$ cat config.mk
export PLATFORM = sky130hd
export DESIGN_NAME = vx_branch_resolve_unit
export DESIGN_NICKNAME = d
export VERILOG_FILES = /design/src/rtl/vx_branch_resolve_unit_pkg.sv /design/src/rtl/vx_branch_fifo.sv /design/src/rtl/vx_branch_resolve_unit.sv
export SDC_FILE = /design/constraint.sdc
export NUM_CORES = 1
export LEC_CHECK = 0
export ABC_CLOCK_PERIOD_IN_PS = 4400
export CORE_AREA = 2 2 140 142
export DETAILED_ROUTE_END_ITERATION = 16
export DIE_AREA = 0 0 142 144
export GPL_TIMING_DRIVEN = 0
export PLACE_DENSITY = 0.61
export SLEW_MARGIN = 0
export SYNTH_ARGS = -nofsm -noshare
export SYNTH_HDL_FRONTEND = slang
export SYNTH_SLANG_ARGS = --single-unit
$ cat constraint.sdc
create_clock -name clk -period 4.4 [get_ports clk]
set_input_delay 1.32 -clock clk [delete_from_list [all_inputs] [get_ports clk]]
set_output_delay 1.32 -clock clk [all_outputs]
set_load 0.005 [all_outputs]
$ cat src/rtl/vx_branch_resolve_unit_pkg.sv
// Shared types and helpers for the branch resolution path.
// Defaults describe the standard 4-warp, 32-bit configuration.
// br_rsv_t is the packed resolution record {wid, taken, dest}.
package vx_branch_resolve_unit_pkg;

  localparam int BR_NUM_WARPS = 4;
  localparam int BR_XLEN      = 32;

  // Warp-id width; a single-warp build still needs a 1-bit id.
  function automatic int nw_width(input int n);
    return (n > 1) ? $clog2(n) : 1;
  endfunction

  localparam int BR_NW_W = nw_width(BR_NUM_WARPS);

  typedef struct packed {
    logic [BR_NW_W-1:0] wid;
    logic               taken;
    logic [BR_XLEN-1:0] dest;
  } br_rsv_t;

  localparam int BR_RSV_W = $bits(br_rsv_t);

endpackage

$ cat src/rtl/vx_branch_fifo.sv
// Per-block resolution queue with fall-through when empty.
// Latency: 0 cycles when empty (head shows the incoming push), else 1.
// Backpressure: none upstream; the caller detects a push into a full queue.
module vx_branch_fifo #(
  parameter int W     = 35,
  parameter int DEPTH = 2
) (
  input  logic         clk,
  input  logic         reset,
  input  logic         push,
  input  logic [W-1:0] push_dat,
  input  logic         pop,
  output logic [W-1:0] head,
  output logic         full,
  output logic         empty
);

  localparam int AW = $clog2(DEPTH);

  logic [AW:0]  wr_ptr;
  logic [AW:0]  rd_ptr;
  logic [W-1:0] mem [DEPTH];
  logic         pass;
  logic         do_wr;
  logic         do_rd;

  // Wrap bit differs and index matches -> full; identical pointers -> empty.
  assign empty = (wr_ptr == rd_ptr);
  assign full  = (wr_ptr[AW] != rd_ptr[AW]) && (wr_ptr[AW-1:0] == rd_ptr[AW-1:0]);

  // An empty queue presents the incoming entry so it can leave the same cycle.
  assign head  = empty ? push_dat : mem[rd_ptr[AW-1:0]];
  assign pass  = empty && push && pop;
  assign do_wr = push && !pass && (!full || pop);
  assign do_rd = pop && !empty;

  // Storage write; contents need no reset because the pointers gate visibility.
  always_ff @(posedge clk) begin
    if (do_wr) begin
      mem[wr_ptr[AW-1:0]] <= push_dat;
    end
  end

  // Pointer update; reset empties the queue immediately.
  always_ff @(posedge clk or negedge reset) begin
    if (!reset) begin
      wr_ptr <= '0;
      rd_ptr <= '0;
    end else begin
      if (do_wr) wr_ptr <= wr_ptr + 1'b1;
      if (do_rd) rd_ptr <= rd_ptr + 1'b1;
    end
  end

endmodule

$ cat src/rtl/vx_branch_resolve_unit.sv
// Merges non-backpressurable ALU branch resolutions into one ready/valid stream, tracks stalled warps.
// Latency: br_valid in cycle N reaches rsv_valid in cycle N+1 when idle; 1 resolution per cycle.
// Backpressure: rsv_ready low holds rsv_*; producers cannot stall, a full block queue drops and flags.
module vx_branch_resolve_unit
  import vx_branch_resolve_unit_pkg::*;
#(
  parameter int  NUM_WARPS  = BR_NUM_WARPS,
  parameter int  NUM_BLOCKS = 1,
  parameter int  XLEN       = BR_XLEN,
  parameter int  FIFO_DEPTH = 2,
  localparam int NW_W       = nw_width(NUM_WARPS)
) (
  input  logic                       clk,
  input  logic                       reset,
  input  logic [NUM_BLOCKS-1:0]      br_valid,
  input  logic [NUM_BLOCKS*NW_W-1:0] br_wid,
  input  logic [NUM_BLOCKS-1:0]      br_taken,
  input  logic [NUM_BLOCKS*XLEN-1:0] br_dest,
  input  logic                       stall_set,
  input  logic [NW_W-1:0]            stall_wid,
  output logic                       rsv_valid,
  input  logic                       rsv_ready,
  output logic [NW_W-1:0]            rsv_wid,
  output logic                       rsv_taken,
  output logic [XLEN-1:0]            rsv_dest,
  output logic [NUM_WARPS-1:0]       stalled_mask,
  output logic                       err_overflow,
  output logic                       err_spurious,
  output logic [31:0]                taken_cnt,
  output logic [31:0]                ntaken_cnt
);

  localparam int PTR_W = (NUM_BLOCKS > 1) ? $clog2(NUM_BLOCKS) : 1;

  // Same layout as br_rsv_t, sized from this instance's parameters.
  typedef struct packed {
    logic [NW_W-1:0] wid;
    logic            taken;
    logic [XLEN-1:0] dest;
  } rsv_t;

  localparam int RSV_W = $bits(rsv_t);

  rsv_t                  push_dat  [NUM_BLOCKS];
  rsv_t                  fifo_head [NUM_BLOCKS];
  logic [NUM_BLOCKS-1:0] fifo_full;
  logic [NUM_BLOCKS-1:0] fifo_empty;
  logic [NUM_BLOCKS-1:0] fifo_avail;
  logic [NUM_BLOCKS-1:0] fifo_pop;
  logic [NUM_BLOCKS-1:0] fifo_drop;

  logic [PTR_W-1:0]      rr_ptr;
  logic [PTR_W-1:0]      grant;
  logic [PTR_W-1:0]      grant_next;
  logic                  any_avail;
  int                    arb_idx;
  logic                  load;
  logic                  rsv_pop;
  rsv_t                  sel;
  logic [NUM_WARPS-1:0]  mask_nxt;

  for (genvar b = 0; b < NUM_BLOCKS; b++) begin : g_blk
    assign push_dat[b] = '{wid:   br_wid[b*NW_W +: NW_W],
                           taken: br_taken[b],
                           dest:  br_dest[b*XLEN +: XLEN]};

    vx_branch_fifo #(
      .W     (RSV_W),
      .DEPTH (FIFO_DEPTH)
    ) u_fifo (
      .clk      (clk),
      .reset    (reset),
      .push     (br_valid[b]),
      .push_dat (push_dat[b]),
      .pop      (fifo_pop[b]),
      .head     (fifo_head[b]),
      .full     (fifo_full[b]),
      .empty    (fifo_empty[b])
    );

    // A block has a candidate if it holds an entry or one is arriving right now.
    assign fifo_avail[b] = !fifo_empty[b] || br_valid[b];
    // Full with no simultaneous pop means the arriving entry has nowhere to go.
    assign fifo_drop[b]  = br_valid[b] && fifo_full[b] && !fifo_pop[b];
  end

  // Round-robin search starting at rr_ptr for the first block with a candidate.
  always_comb begin
    any_avail = 1'b0;
    grant     = '0;
    arb_idx   = 0;
    for (int i = 0; i < NUM_BLOCKS; i++) begin
      arb_idx = int'(rr_ptr) + i;
      if (arb_idx >= NUM_BLOCKS) arb_idx = arb_idx - NUM_BLOCKS;
      if (!any_avail && fifo_avail[arb_idx[PTR_W-1:0]]) begin
        any_avail = 1'b1;
        grant     = arb_idx[PTR_W-1:0];
      end
    end
  end

  assign load       = (!rsv_valid || rsv_ready) && any_avail;
  assign rsv_pop    = rsv_valid && rsv_ready;
  assign sel        = fifo_head[grant];
  assign grant_next = (int'(grant) == NUM_BLOCKS - 1) ? '0 : grant + 1'b1;

  // Only the winning block is popped, and only when the output register loads.
  always_comb begin
    fifo_pop = '0;
    if (load) fifo_pop[grant] = 1'b1;
  end

  // Pointer moves past the winner on every load so blocks take turns.
  always_ff @(posedge clk or negedge reset) begin
    if (!reset) begin
      rr_ptr <= '0;
    end else if (load) begin
      rr_ptr <= grant_next;
    end
  end

  // Single-entry output stage; fields hold while the consumer stalls.
  always_ff @(posedge clk or negedge reset) begin
    if (!reset) begin
      rsv_valid <= 1'b0;
      rsv_wid   <= '0;
      rsv_taken <= 1'b0;
      rsv_dest  <= '0;
    end else if (load) begin
      rsv_valid <= 1'b1;
      rsv_wid   <= sel.wid;
      rsv_taken <= sel.taken;
      rsv_dest  <= sel.dest;
    end else if (rsv_ready) begin
      rsv_valid <= 1'b0;
    end
  end

  // Clear on pop first, then set on stall, so a re-stall of the same warp wins.
  always_comb begin
    mask_nxt = stalled_mask;
    if (rsv_pop)   mask_nxt[rsv_wid]   = 1'b0;
    if (stall_set) mask_nxt[stall_wid] = 1'b1;
  end

  // Stall mask, wrapping outcome counters and sticky error flags.
  always_ff @(posedge clk or negedge reset) begin
    if (!reset) begin
      stalled_mask <= '0;
      taken_cnt    <= '0;
      ntaken_cnt   <= '0;
      err_overflow <= 1'b0;
      err_spurious <= 1'b0;
    end else begin
      stalled_mask <= mask_nxt;
      if (rsv_pop && rsv_taken)  taken_cnt  <= taken_cnt + 32'd1;
      if (rsv_pop && !rsv_taken) ntaken_cnt <= ntaken_cnt + 32'd1;
      if (|fifo_drop) err_overflow <= 1'b1;
      if (rsv_pop && !stalled_mask[rsv_wid]) err_spurious <= 1'b1;
    end
  end

endmodule
==> impl_metrics.tcl <==
set metrics [dict create \
    avgSynthCellArea_um2 12.21 \
    hold_path_class "register to register" \
    grt_pass1_vias 5432 \
    yosysSeqAreaShare_pct 65.09 \
    worst_path_max_delay_cell "a21oi_4" \
    synthAdderAreaFrac_pct 0.3355 \
    finalHoldViolCount 0 \
    fp.dieW_um 142 \
    ctsResizeCount 0 \
    grt_max_degree 84 \
    core_area_um2 19080 \
    power_mw 6.107 \
    port_buffers 146 \
    netlist_area_um2 7458 \
    critPathLaunch "rsv_ready" \
    die_area_um2 20450 \
    tightestPinTransition_ns 0.8711 \
    synth-main-ff-cell "dfrtp_1" \
    syn_nets 655 \
    ioPinCount 148 \
    clkSlewWorstSetupHoldPaths_ns 0.07 \
    synth_area_leader_cell "dfrtp_1" \
    final_cells 1030 \
    hold-worst-slack_ns 0.4726 \
    ctsLongestPathBuffers 2 \
    grt_pass1_wl_mm 28.06 \
    slew_headroom_pct 41.80 \
    layout.nets 823 \
    synth-compound-area-share_pct 5.939 \
    leakagePower_nw 4.044 \
    worst_setup_path_start_kind "primary input" \
    detail-route-antenna-nets 0 \
    drt-total-wl_mm 17.40 \
    crit_arrival_ns 3.77 \
    power_density_nw_per_um2 617.1 \
    areaGrowthSynthToFinish_pct 32.68 \
    endpoint_kind "register" \
    first_pass_iters 5 \
    ys_types 43 \
    crit_fanout 20 \
    rr_startpoint "g_blk[0].u_fifo.rd_ptr[0]$_DFFE_PN0P_" \
    diodes 0 \
    ys_top_cells_by_area "dfrtp_1, edfxtp_1, xnor2_1" \
    cp.required_ns 4.54 \
    dpl.hpwl_mm 12.35 \
    vias 5162 \
    root_buffer "clkbuf_16" \
    drt_iter0_drc 201 \
    die_y_um 144 \
    slowest_delay_ns 0.76 \
    fin_ws_ns 0.7677 \
    post-cts-setup-buffers 0 \
    synth_edf_count 70 \
    dp_cells 998 \
    path_buf_inv 3 \
    synth_xor_area_share_pct 7.985 \
    drive_gt1_share_pct 7.197 \
    gp_congestion 0.7806 \
    finalCritPeriodShare_pct 82.55 \
    rows 51 \
    fin_crit_ns 3.632 \
    htree_levels 4 \
    skew_ns 0.007636 \
    fill_cells 1669 \
    setup_viol 0 \
    synthMuxAreaShare_pct 5.301 \
    viasPerCell 5.012 \
    clk_latency_ns 0.43 \
    crit_type "primary input to register" \
    seq_area_um2 4855 \
    yosys_warnings 0 \
    yosys.area_share.simple_pct 13.82 \
    slew_viol_final 0 \
    synth_top_area_share_pct 36.91 \
    status "finished, final reports clean" \
    start_util_pct 39.09 \
    crit_family "buffers and inverters" \
    fin_tns_setup_ns 0 \
    grt_setup_unrepaired "no" \
    post-route-drc-count 0 \
    antenna_found_initial 2 \
    grt_usage_pct 17.70 \
    path_cells "clkdlybuf4s50_1 > nand2b_1 > clkbuf_1 > xnor2_1 > a21oi_4 > buf_16" \
    cts_tree "done" \
    synth_top_family_by_area "simple AND/OR/NAND/NOR gates" \
    max_freq_mhz 275.3 \
    cts_hold_buf 0 \
    wl_per_cell_um 16.89 \
    netlist_instances 611 \
    pre_cts_slack_ns 0.2974 \
    overflow 0 \
    cts_sinks 180 \
    min_from "ntaken_cnt[31]$_DFFE_PN0P_" \
    multi_input_area_um2 2512 \
    irDropWorstVdd_mv 0.3361 \
    ys_ff_latch 180 \
    cts_made_buffers 17 \
    ys_async_sr_fraction_pct 61.11 \
    maxCapViolCount 0 \
]
per-stage QoR:
| step | cell area (um2) | util (%) |
|---|---|---|
| 2_1_floorplan | 7458 | - |
| 3_3_place_gp | 9218 | 48.31 |
| 3_5_place_dp | 9324 | 48.87 |
| 4_1_cts | 9896 | 51.87 |
| 5_1_grt | 9896 | 51.87 |
| 6_report | 9896 | 51.87 |
worst paths after layout:
path / endpoint / cells past startpoint / slack [ns]
min in group asynchronous: ntaken_cnt[22]$_DFFE_PN0P_ / 1 / 0.76
max in group asynchronous: rsv_dest[7]$_DFFE_PN0N_ / 2 / 2.92
setup reg to reg: g_blk[0].u_fifo.mem[0][9]$_DFFE_PP_ / 5 / 1.77
setup / recovery: g_blk[0].u_fifo.mem[0][9]$_DFFE_PP_ / 6 / 0.77
hold reg to reg: ntaken_cnt[31]$_DFFE_PN0P_ / 1 / 0.47
hold / removal: ntaken_cnt[31]$_DFFE_PN0P_ / 1 / 0.47
cell usage after synthesis (2+ instances only):
library cell and number:
nand2_1 105, nand4b_1 2, o21ai_0 73, dfrtp_1 110, buf_2 4, ha_1 2
and3_1 11, and4_2 2, and4_1 3, inv_1 5, nand4_1 15, nand2b_1 3
a21oi_1 2, xnor2_1 46, and2_1 4, nand3_1 23, o21ai_1 6, and2_2 2
nor2b_1 2, o31ai_1 2, buf_1 5, edfxtp_1 70, clkbuf_1 15, nor4_1 2
xor2_1 22, mux2_2 2, mux2i_1 35, nor3_1 4, nor2_1 20
kinds of logic (layout without fill, tap and decap cells):
| family | after synthesis | after routing |
|---|---|---|
| flops | 180 | 180 |
| compound gates | 86 | 86 |
| mux | 38 | 38 |
| xor+xnor | 68 | 68 |
| buf+inv | 29 | 210 |
| fa+ha+maj | 2 | 2 |
| simple gates | 208 | 208 |
flip-flops by register name (all words and copies together) (netlist names), 2 cells and up:
register             count
stalled_mask             4
taken_cnt               32
rsv_wid                  2
ntaken_cnt              32
g_blk.u_fifo.mem        70
g_blk.u_fifo.wr_ptr      2
rsv_dest                32
g_blk.u_fifo.rd_ptr      2
where the power goes:
part | internal [mW] | switching (mW)
clock | 0.753 | 0.708
combinational | 0.978 | 1.18
sequential | 2.23 | 0.265
total | 3.96 | 2.15
layout by cell type (no fill, tap or decap), types with 4 or more instances in the layout:
| cell | instances |
|---|---|
| xor2_1 | 22 |
| buf_1 | 5 |
| nor2_1 | 20 |
| inv_1 | 5 |
| clkbuf_16 | 17 |
| buf_2 | 4 |
| o21ai_1 | 6 |
| nand3_1 | 23 |
| and2_1 | 4 |
| o21ai_0 | 73 |
| dfrtp_1 | 110 |
| edfxtp_1 | 70 |
| nand2_1 | 105 |
| inv_8 | 5 |
| mux2i_1 | 35 |
| xnor2_1 | 46 |
| nor3_1 | 4 |
| nand4_1 | 15 |
| and3_1 | 11 |
| clkbuf_1 | 16 |
| clkdlybuf4s50_1 | 145 |
routing by layer:
metal | GRT usage, % | wire length [um]
met1 | 21.64 | 7692
met2 | 29.95 | 8361
met3 | 5.430 | 1055
met4 | 6.053 | 271
met5 | 0 | 13
cell type report:
class,count,area share [%]
Clock inverter,14,1.441
Buffer,24,0.9609
Sequential cell,180,49.06
Timing Repair Buffer,149,15.62
Multi-Input combinational cell,402,25.39
Tap cell,238,3.009
Inverter,5,0.1897
Clock buffer,18,4.337
worst reg2reg max path: cells and delay by family, from the launching register on:
family	cells	cell delay [ns]
AO/OA/AOI/OAI	1	0.73
flip-flops	1	0.32
buffers and inverters	4	1.28
Note: power is estimated with default switching activity, not from simulation.
